--- src/rtl/fig_7_7_pkg.sv ---
// Shared geometry and word type for the 4x4 decoded-cell RAM.
package fig_7_7_pkg;
   localparam int ADDR_W    = 2;
   localparam int DATA_W    = 4;
   localparam int NUM_WORDS = 4;

   typedef logic [DATA_W-1:0] word_t;
endpackage

--- src/rtl/fig_7_7_binary_cell.sv ---
// One storage bit of the RAM; its output is gated so an unselected or
// writing cell contributes 0 to the column OR.
module fig_7_7_binary_cell (
   input  logic clk,
   input  logic rst_n,
   input  logic select,
   input  logic rd_wr,
   input  logic in,
   output logic out
);
   logic bit_reg;

   always_ff @(posedge clk or negedge rst_n) begin
      if (!rst_n)
         bit_reg <= 1'b0;
      else if (select && !rd_wr)
         bit_reg <= in;
   end

   assign out = select & rd_wr & bit_reg;
endmodule

--- src/rtl/fig_7_7.sv ---
// 4-word x 4-bit RAM: enable-gated 2-to-4 row decoder driving a 4x4 array
// of binary cells, with each column's cell outputs OR-ed onto rd_data.
module fig_7_7
   import fig_7_7_pkg::*;
(
   input  logic              clk,
   input  logic              rst_n,
   input  logic              mem_en,
   input  logic              rd_wr,
   input  logic [ADDR_W-1:0] addr,
   input  word_t             wr_data,
   output word_t             rd_data
);
   logic [NUM_WORDS-1:0] row_sel;
   logic [DATA_W-1:0]    cell_out [NUM_WORDS];

   always_comb begin
      row_sel = '0;
      if (mem_en)
         row_sel[addr] = 1'b1;
   end

   genvar gi, gj;
   generate
      for (gi = 0; gi < NUM_WORDS; gi++) begin : g_row
         for (gj = 0; gj < DATA_W; gj++) begin : g_col
            fig_7_7_binary_cell u_cell (
               .clk    (clk),
               .rst_n  (rst_n),
               .select (row_sel[gi]),
               .rd_wr  (rd_wr),
               .in     (wr_data[gj]),
               .out    (cell_out[gi][gj])
            );
         end
      end
   endgenerate

   // Unselected rows output 0, so a plain OR per column yields the selected word.
   always_comb begin
      rd_data = '0;
      for (int r = 0; r < NUM_WORDS; r++)
         rd_data = rd_data | cell_out[r];
   end
endmodule

--- config.mk ---
export PLATFORM = sky130hd
export DESIGN_NAME = fig_7_7
export DESIGN_NICKNAME = d
export VERILOG_FILES = /design/src/rtl/fig_7_7_pkg.sv /design/src/rtl/fig_7_7_binary_cell.sv /design/src/rtl/fig_7_7.sv
export SDC_FILE = /design/constraint.sdc
export NUM_CORES = 1
export LEC_CHECK = 0
export ABC_AREA = 0
export CAP_MARGIN = 20
export CELL_PAD_IN_SITES_DETAIL_PLACEMENT = 0
export CELL_PAD_IN_SITES_GLOBAL_PLACEMENT = 1
export CORE_MARGIN = 2
export CORE_UTILIZATION = 23
export DETAILED_ROUTE_END_ITERATION = 10
export PLACE_DENSITY = 0.55
export SETUP_SLACK_MARGIN = 0.5
export SLEW_MARGIN = 5
export SYNTH_ARGS = -nofsm -noshare
export SYNTH_HDL_FRONTEND = slang
export SYNTH_HIERARCHICAL = 1
export SYNTH_SLANG_ARGS = --single-unit
export TNS_END_PERCENT = 20
--- constraint.sdc ---
create_clock -name clk -period 1.5 [get_ports clk]
set_clock_uncertainty 0.1 [all_clocks]
set_input_delay 0.3 -clock clk [delete_from_list [all_inputs] [get_ports clk]]
set_output_delay 0.3 -clock clk [all_outputs]
set_load 0.1 [all_outputs]
## Word level (Yosys, flattened, before mapping)

Cells that the tools add are included.

- Magnitude comparators: 2
- Mux-type cells: 3
- Equal/unequal tests: 0
- Shift operators: 0
- Div/mod/pow operators: 0
- Multiply operators: 0
- Bitwise gates (word level): 23
- Add/sub/neg operators: 0
- Reductions and logical operators: 6

Operators with widths:

| cell | number |
|---|---|
| $and 1x1->1 | 20 |
| $or 4x4->4 | 3 |
| $logic_and 1x1->1 | 5 |
| $mux 4 | 1 |
| $lt 2x3->1 const B | 1 |
| $demux 1 s2 | 1 |
| $ge 2x1->1 const B | 1 |
| $logic_not 1->1 | 1 |
| $mux 1 | 1 |

- Latch bits: 0
- Register bits after elaboration: 16
- Input bits: 10
- RAM bits: 0
- Memories: 0
- Memory bits (read-only): 0
- Output and inout port bits: 4

## Longest topological paths before layout

Gate-level depths: netlist of run 1.

- Depth after elaboration: 10
- Mapped depth: 3

## By module

Netlist of run 1, hierarchy kept.

By module, submodules not included:

| module | times used | area each (um^2) | cells each | seq. area each (um^2) |
|---|---|---|---|---|
| fig_7_7_binary_cell | 16 | 61.3 | 4 | 25.0 |
| fig_7_7 | 1 | 61.3 | 8 | 0.0 |

## Least setup slack after synthesis of run 1

OpenSTA, ideal clock, no wires.

- Kind: input to output
- Start: input port addr[0]
- End: output port rd_data[0]
- Setup slack: -0.613 ns
- Data required time: 1.100 ns
- Data arrival time: 1.713 ns
- Stages on the path: 3
- Buffers on the path: 0
- Cells stage by stage: nor3b_1 -> and3_2 -> or4_1

RTL lines:

| item | RTL line | RTL |
|---|---|---|
| from (decl) | fig_7_7.sv:10 | `input logic [ADDR_W-1:0] addr,` |
| to (decl) | fig_7_7.sv:12 | `output word_t rd_data` |

==> impl_summary.md, run 1 <==
Clocking
The number of buffers on the longest clock path is 2. The number of CTS-inserted buffers is 3. CTS placed an instance of sky130_fd_sc_hd__clkbuf_8 at the clock tree root. The number of buffers inserted for hold repair after clock tree synthesis is 0. The clock drives 16 sinks. Clock-pin slew was measured on the worst setup and hold paths at around 70 ps. CTS built an H-tree with a depth of 1.

At the later pin of the worst-skew pair, clock insertion delay measures around 250 ps. The clock tree from TritonCTS is built.

Route
The first routing iteration left 17 violations. The final antenna-violating net count is 0. The number of iterations in the first detailed-routing pass is 2. The total wirelength of the detailed-routed design is 2.36 mm. The routed layout has between 700 and 800 vias.

The detailed-route wire length per cell is around 14 µm. The via density per instance is between 4 and 5. The final routed DRC violation total is 0.

Synth
Synthesis produced a netlist with a net count of 82. The synthesis-stage register bit count is 16. The number of distinct library cell variants in the gate-level netlist after synthesis is 8. After synthesis, flip-flops and latches occupy 38.4% of the total area.

The gate count of the mapped netlist is 72. During synthesis, Yosys emitted a total of 6 warnings. The mean area per synthesized cell is between 10 and 15 µm².

The mapped cell area is roughly 0.0010 mm².

STA
The worst slew slack as a fraction of its limit is about 84%. The count of final max-slew check failures is 0. The worst setup margin is -440 ps. Timing would allow up to approximately 0.52 GHz. The count of endpoints failing hold in the final timing report is 0. After layout, the minimum clock period comes to between 1500 and 2000 ps. The share of the cycle needed by the critical path after routing is 129%. Setup repair after global routing could not meet its margin everywhere. Setup violations remaining at the end of the flow were counted as 4.

For the pin with the worst max-slew slack, the measured transition is 237 ps.

Outcome
The flow ran to the end, but the final reports show violations. The final reports fail on negative setup slack.

Setup path
On the worst path, the slowest cell contributes a delay of 540 ps. The startpoint class of the critical path is an input port. The highest net fanout along the worst path is 7.

Traced cell by cell, the critical path runs through buf_6, nor3b_1, buf_4, and3_4, or4_4, buf_12. The slowest stage of the critical path is the sky130_fd_sc_hd__or4_4 cell. The critical path in this run is classified as input port to output port. The worst endpoint required time is ~1100 ps. The data arrival at the endpoint of the critical path is 1540 ps.

The endpoint class of the critical path is an output port. The depth of the worst register-to-register path is 3.

Pwr
Summed over all cells, the static leakage comes to between 0.7 and 0.8 nW. IR analysis of the VDD net gives a maximum drop of roughly 0.32 mV. The switching portion of total power is 27.1%. In this run, the clock network consumes 25.5% of the power. The power density over cell area is 924 mW/mm². The internal cell power is between 1 and 1.5 mW. Combinational logic burns around 37% of the power. In this run the power spent charging and discharging nets is about 0.42 mW. Of the total power, registers draw ~37%.

The design draws 1.55 mW.

Place
The count of buffers inserted at the top-level ports is 13. Detailed placement finished with a half-perimeter wire length of ~1.6 mm. The global placer's final weighted congestion is between 0.6 and 0.7.

Die
The initial utilization of the core area, before any placement, comes to a little under a quarter. The floorplan row count is 24. Measured along the y axis, the die boundary spans 71.3 µm. The die area is around 0.0051 mm². Pin placement for this block handled 14 I/O pins. The area of the core region is approximately 0.0044 mm².

The floorplan step set the die width to just over 70 µm.

Cells and area
The post-layout utilization of the core is around 38%. The number of antenna diodes is 0. The ratio of cells with drive above 1 in the final layout is 81.4%.

The register with the most flip-flops in the layout has 16 of them. The area growth from synthesis to layout is 60.5%. The final-stage net count is about 130.

Global route
The initial antenna violation count came to 0. The first global-routing pass estimated ~3.9 mm of wire. After global routing the overflow that remains totals 0. The combined global-route utilization of all metal layers is 9.95%.

The via count of the first global-routing pass is approximately 780. The largest net degree at the start of global routing is 18.

Flow run
The count of max-cap constraint violations is 0.

Hold path
In this run the worst hold path is classified as input port to async pin.
==> power by group through the flow <==
stage | Combinational (mW) | Sequential [mW] | Clock, mW
floorplan | 0.279 | 0.568 | 0
global placement | 0.506 | 0.582 | 0
detailed placement | 0.514 | 0.584 | 0
CTS | 0.547 | 0.577 | 0.417
global route | 0.608 | 0.585 | 0.434
finish | 0.573 | 0.578 | 0.394
==> cells in the final DEF (no fill, tap or decap), drive strengths merged <==
| cell | n |
|---|---|
| dfrtp | 16 |
| dlymetal6s2s | 1 |
| and3 | 17 |
| buf | 37 |
| clkdlybuf4s50 | 4 |
| nor2b | 16 |
| or4 | 4 |
| and3b | 2 |
| mux2 | 16 |
| nor3b | 1 |
| clkbuf | 4 |
==> cell usage after synthesis <==
| master | instances | area, µm² |
|---|---|---|
| sky130_fd_sc_hd__and3_1 | 1 | 6.26 |
| sky130_fd_sc_hd__and3_2 | 16 | 120 |
| sky130_fd_sc_hd__and3b_1 | 2 | 17.5 |
| sky130_fd_sc_hd__dfrtp_1 | 16 | 400 |
| sky130_fd_sc_hd__mux2_4 | 16 | 240 |
| sky130_fd_sc_hd__nor2b_4 | 16 | 220 |
| sky130_fd_sc_hd__nor3b_1 | 1 | 7.51 |
| sky130_fd_sc_hd__or4_1 | 4 | 30.0 |
==> final timing paths <==
| path | slack, ps | end | from |
|---|---|---|---|
| min in group clk | 310 | g_row[3].g_col[3].u_cell/bit_reg | wr_data[3] |
| worst min-delay path | 280 | g_row[3].g_col[0].u_cell/bit_reg | rst_n |
| worst max register to register | 380 | g_row[1].g_col[2].u_cell/bit_reg | g_row[1].g_col[2].u_cell/bit_reg |
| worst max-delay path | -440 | rd_data[3] | mem_en |
| worst min register to register | 430 | g_row[1].g_col[0].u_cell/bit_reg | g_row[1].g_col[0].u_cell/bit_reg |
| max in group asynchronous | 820 | g_row[3].g_col[1].u_cell/bit_reg | rst_n |
==> stage by stage <==
stage / instance area, µm² / std cells / setup TNS [ps] / setup slack [ps] / hold WS, ps
floorplan: 1090 / 72 / -962 / -240 / -95.6
global placement: 1510 / 159 / -9220 / -841 / 393
detailed placement: 1510 / 159 / -9440 / -847 / 392
CTS: 1640 / 166 / -1830 / -473 / 286
global route: 1670 / 170 / -1860 / -466 / 303
finish: 1670 / 170 / -1740 / -440 / 281
==> worst max-delay path: cells and delay by family <==
family | cells | cell delay, ps
buffers and inverters | 3 | 430
and+or+nand+nor | 3 | 800
==> cell type report <==
class                      count  area [µm²]
tap                           52        65.1
fill                         417        2680
timing repair buffer          42         439
multi-input combinational     56         713
clock buffer                   4        55.1
sequential                    16         400
==> routing by layer <==
layer	track usage (%)	vias to the layer above	part of all wire, %
li1	-	355	-
met1	13.1	360	44
met2	15.8	7	52
met3	1.83	2	2.2
met4	4.40	0	1.2
met5	0	-	0
==> timing repair <==
| item | in CTS | in global routing |
|---|---|---|
| buffers inserted | 3 | 4 |
| setup endpoints to repair | 20 | 20 |
| pin swaps | 7 | 6 |
| resized for setup | 27 | 2 |
==> cells by family (layout without fill, tap and decap cells) <==
kind of cell,count (synthesis),count (layout),synth area share [%]
multiplexers,16,16,23.0
buffers and inverters,0,46,0
flip-flops,16,16,38.4
AND/OR/NAND/NOR,40,40,38.5
Power figures use the tool's default switching activity.
==> run 2, diff against run 1 <==
--- a/config.mk
+++ b/config.mk
@@ -12,11 +12,10 @@
 export CORE_MARGIN = 2
 export CORE_UTILIZATION = 23
 export DETAILED_ROUTE_END_ITERATION = 10
-export PLACE_DENSITY = 0.55
+export PLACE_DENSITY = 0.56
 export SETUP_SLACK_MARGIN = 0.5
 export SLEW_MARGIN = 5
 export SYNTH_ARGS = -nofsm -noshare
 export SYNTH_HDL_FRONTEND = slang
-export SYNTH_HIERARCHICAL = 1
 export SYNTH_SLANG_ARGS = --single-unit
 export TNS_END_PERCENT = 20
==> impl_summary.md, run 2 <==
Die
The x dimension of the die is 62.1 µm (-13%). The floorplan row count came to 21 (-13%). The area of the core region is 0.00328 mm² (-25%). The total I/O pin count came to 14 (unchanged). The die area came to 0.00385 mm² (-24%). The starting density of the core is 23.6% (-0.32 points). The vertical die dimension was 62.1 µm (-13%).

Place
The post-placement worst setup slack was -692 ps (+155 ps). The instance area after placement is 0.00108 mm² (-28%). The global placer's final weighted congestion is 0.731 (+13%). The count of buffers inserted at the top-level ports came to 13 (unchanged). The final HPWL from detailed placement is 1.20 mm (-27%).

Synth
The mapped cell area is 776 µm² (-26%). The proportion of synthesized chip area in sequential cells is 51.6% (+13 points). In the synthesized netlist the dominant register cell turns out to be sky130_fd_sc_hd__dfrtp_1.

The yosys synthesis warning count came to 0 (-6). The mean area per synthesized cell is 16.9 µm² (+16%). In the post-synthesis netlist, the biggest area contributors are sky130_fd_sc_hd__dfrtp_1, sky130_fd_sc_hd__mux2_2, sky130_fd_sc_hd__mux4_2. The number of distinct library cell variants in the gate-level netlist after synthesis is 8 (unchanged). The most area-hungry cell type in the Yosys netlist is sky130_fd_sc_hd__dfrtp_1.

The proportion of register bits with asynchronous set or reset after synthesis is 100% (unchanged). Ranked by instance count, the synthesized netlist is headed by sky130_fd_sc_hd__dfrtp_1, sky130_fd_sc_hd__mux2_2, sky130_fd_sc_hd__and3_1, sky130_fd_sc_hd__mux4_2. The share of Yosys cell area claimed by the top area cell type is 51.6% (+13 points). The total nets after synthesis is 56 (-32%). The gate count of the mapped netlist is 46 (-36%). The synthesis-stage register bit count is 16 (unchanged). The number of flops mapped to enable cells by yosys is 0 (unchanged).

STA
The transition at the pin with the smallest max-transition slack is 209 ps (-28.3 ps). The number of endpoints failing setup at the final stage is 4 (unchanged). The share of the cycle needed by the critical path after routing is 125% (-4.9 points).

The count of final max-slew check failures is 0 (unchanged). The count of endpoints failing hold in the final timing report is 0 (unchanged). The worst setup margin came to -368 ps (+72.8 ps). The final critical-path required period came to 1870 ps (-72.8 ps). Setup repair after global routing could not meet its margin everywhere.

The fmax is 0.535 GHz (+3.9%). The worst slew slack as a fraction of its limit is 86.0% (+1.8 points).

Setup path
The depth of the worst register-to-register path is 2 (-1). Broken down by cell family, the worst path's largest delay share belongs to multiplexers. The logic depth of the worst path, buffers included was 3 (-3). Among all stages on the critical path, the largest delay is contributed by sky130_fd_sc_hd__mux4_2. The largest incremental delay on the critical path is 470 ps (-70 ps). The endpoint class of the critical path is an output port.

The most critical setup path has its startpoint at g_row[2].g_col[0].u_cell.bit_reg. The kind of critical path is flip-flop to output port. The end of the critical path is rd_data[0]. The signal on the critical path passes through mux4_2, and3_4, buf_12. The data arrival at the endpoint of the critical path is 1470 ps (-70 ps).

The startpoint identified for the worst register-to-register timing path is g_row[0].g_col[3].u_cell.bit_reg. The worst endpoint required time is 1100 ps (about the same). The highest net fanout along the worst path is 2 (-5). The number of buffer and inverter stages on the critical path came to 1 (-2). The terminus of the critical flop-to-flop path is g_row[0].g_col[3].u_cell.bit_reg. The worst setup slack for register-to-register paths came to 510 ps (+130 ps).

The worst setup path is launched from a flip-flop.

Cells and area
Leaving out fill and tap cells, the most frequent cell in the layout is sky130_fd_sc_hd__dfrtp_1. The ratio of cells with drive above 1 in the final layout came to 70.3% (-11 points). The final non-filler cell area was 0.00121 mm² (-28%). The number of antenna diodes is 0 (unchanged). The number of flip-flops in the largest register was 16 (unchanged). The post-layout utilization of the core is 36.8% (-1.7 points). The final-stage net count is 85 (-34%). The area growth from synthesis to layout is 55.6%. The library cells used most frequently in the layout, excluding fill and tap cells, are sky130_fd_sc_hd__dfrtp_1, sky130_fd_sc_hd__mux2_4, sky130_fd_sc_hd__buf_4. The number of fillers in the final layout is 325 (-22%).

Route
The vias after detailed routing is 506 (-30%). The final antenna-violating net count is 0 (unchanged). The via density per instance was 4.22 (-0.99%). The detailed-route wire length per cell is 13.2 µm (-4.9%). The total wirelength of the detailed-routed design is 1.59 mm (-33%). The number of DRC violations after detailed-routing iteration 0 is 13 (-4). The final routed DRC violation total is 0 (unchanged). The number of iterations in the first detailed-routing pass is 3 (+1).

Pwr
The worst vdd rail ir drop is 0.284 mV (-10%). The power density over cell area is 1060 mW/mm² (+15%). The leakage power of the design is 0.522 nW (-30%).

Hold path
The worst min-delay path class is input port to async pin.

Clocking
The clock-pin slew reported for the worst setup and hold paths after clock tree synthesis is 90 ps (+20 ps). The total clock sinks is 16 (unchanged). The number of CTS-inserted buffers is 3 (unchanged). The depth of the CTS H-tree was 1 (unchanged). The insertion delay to the later sink of the worst-skew pair came to 280 ps (+30 ps). Clock tree synthesis selected as its root buffer the cell sky130_fd_sc_hd__clkbuf_4. TritonCTS built the clock tree. The number of buffers on the longest clock path is 2 (unchanged).

Global route
The initial antenna violation count is 0 (unchanged). The first-pass GRT wire length is 2.45 mm (-37%). The global route total overflow is 0 (unchanged). The combined global-route utilization of all metal layers is 9.03% (-0.92 points). The via count of the first global-routing pass is 507 (-35%). The largest net degree at the start of global routing is 17 (-1).

Outcome
The flow ran to the end, but the final reports show violations. The final reports fail on negative setup slack.

Flow run
The count of max-cap constraint violations came to 0 (unchanged).
==> run 2: changes by cell type after synthesis, moves of 2 or more <==
cell                       previous run  this run
sky130_fd_sc_hd__and3_1               1         4
sky130_fd_sc_hd__and3_2              16         0
sky130_fd_sc_hd__and3b_1              2         0
sky130_fd_sc_hd__and4bb_1             0         2
sky130_fd_sc_hd__buf_6                0         2
sky130_fd_sc_hd__mux2_2               0        16
sky130_fd_sc_hd__mux2_4              16         0
sky130_fd_sc_hd__mux4_2               0         4
sky130_fd_sc_hd__nor2b_4             16         0
sky130_fd_sc_hd__or4_1                4         0
==> run 2: stage by stage <==
stage          hold slack [ps]  TNS (ps)  cells  power [mW]
2_1_floorplan            -95.6      -156     46       0.810
3_5_place_dp               390    -10980    114       0.943
6_report                   224     -1450    120        1.28
5_1_grt                    235     -1670    120        1.35
3_3_place_gp               386    -10930    114       0.938
4_1_cts                    225     -1510    118        1.26
==> run 2: area by class of cell <==
cell class                      count  area, µm²  share of cell area, %
Tap cell                           46       57.6                   4.77
Multi-Input combinational cell     28        425                   35.2
Sequential cell                    16        400                   33.2
Timing Repair Buffer               26        288                   23.8
Clock buffer                        4       36.3                   3.01
==> run 2: cells by family after synthesis <==
| kind of cell | share of synthesized area [%] |
|---|---|
| buffers and inverters | 2.90 |
| flip-flops | 51.6 |
| multiplexers | 34.8 |
| AND/OR/NAND/NOR | 10.6 |
==> run 2: power breakdown <==
part / switching (mW) / internal [mW] / total, mW
clock network: 0.130 / 0.148 / 0.278
registers: 0.0491 / 0.526 / 0.575
logic: 0.163 / 0.265 / 0.428
total: 0.342 / 0.938 / 1.28
==> run 2: worst min-delay path by stage <==
stage | startpoint | endpoint | slack [ps]
after floorplan | rst_n | g_row[0].g_col[0].u_cell.bit_reg | -100
after global placement | g_row[0].g_col[1].u_cell.bit_reg | g_row[0].g_col[1].u_cell.bit_reg | 390
after detailed placement | g_row[3].g_col[2].u_cell.bit_reg | g_row[3].g_col[2].u_cell.bit_reg | 390
after CTS | rst_n | g_row[0].g_col[2].u_cell.bit_reg | 220
after global routing | rst_n | g_row[0].g_col[2].u_cell.bit_reg | 230
final | rst_n | g_row[0].g_col[2].u_cell.bit_reg | 220
==> run 2: routing by layer <==
| metal | track usage, % | vias to the layer above | share of wire, % |
|---|---|---|---|
| li1 | - | 235 | - |
| met1 | 12.4 | 259 | 47 |
| met2 | 13.8 | 12 | 49 |
| met3 | 2.48 | 0 | 4.5 |
| met4 | 2.74 | 0 | 0 |
| met5 | 0 | - | 0 |
==> run 2: what timing repair did <==
item	4_1_cts	5_1_grt
hold buffers	0	0
gates cloned	0	0
hold endpoints to repair	0	0
pin swaps	3	3
gates resized for setup	39	5
setup endpoints to repair	20	20
setup buffers	0	2
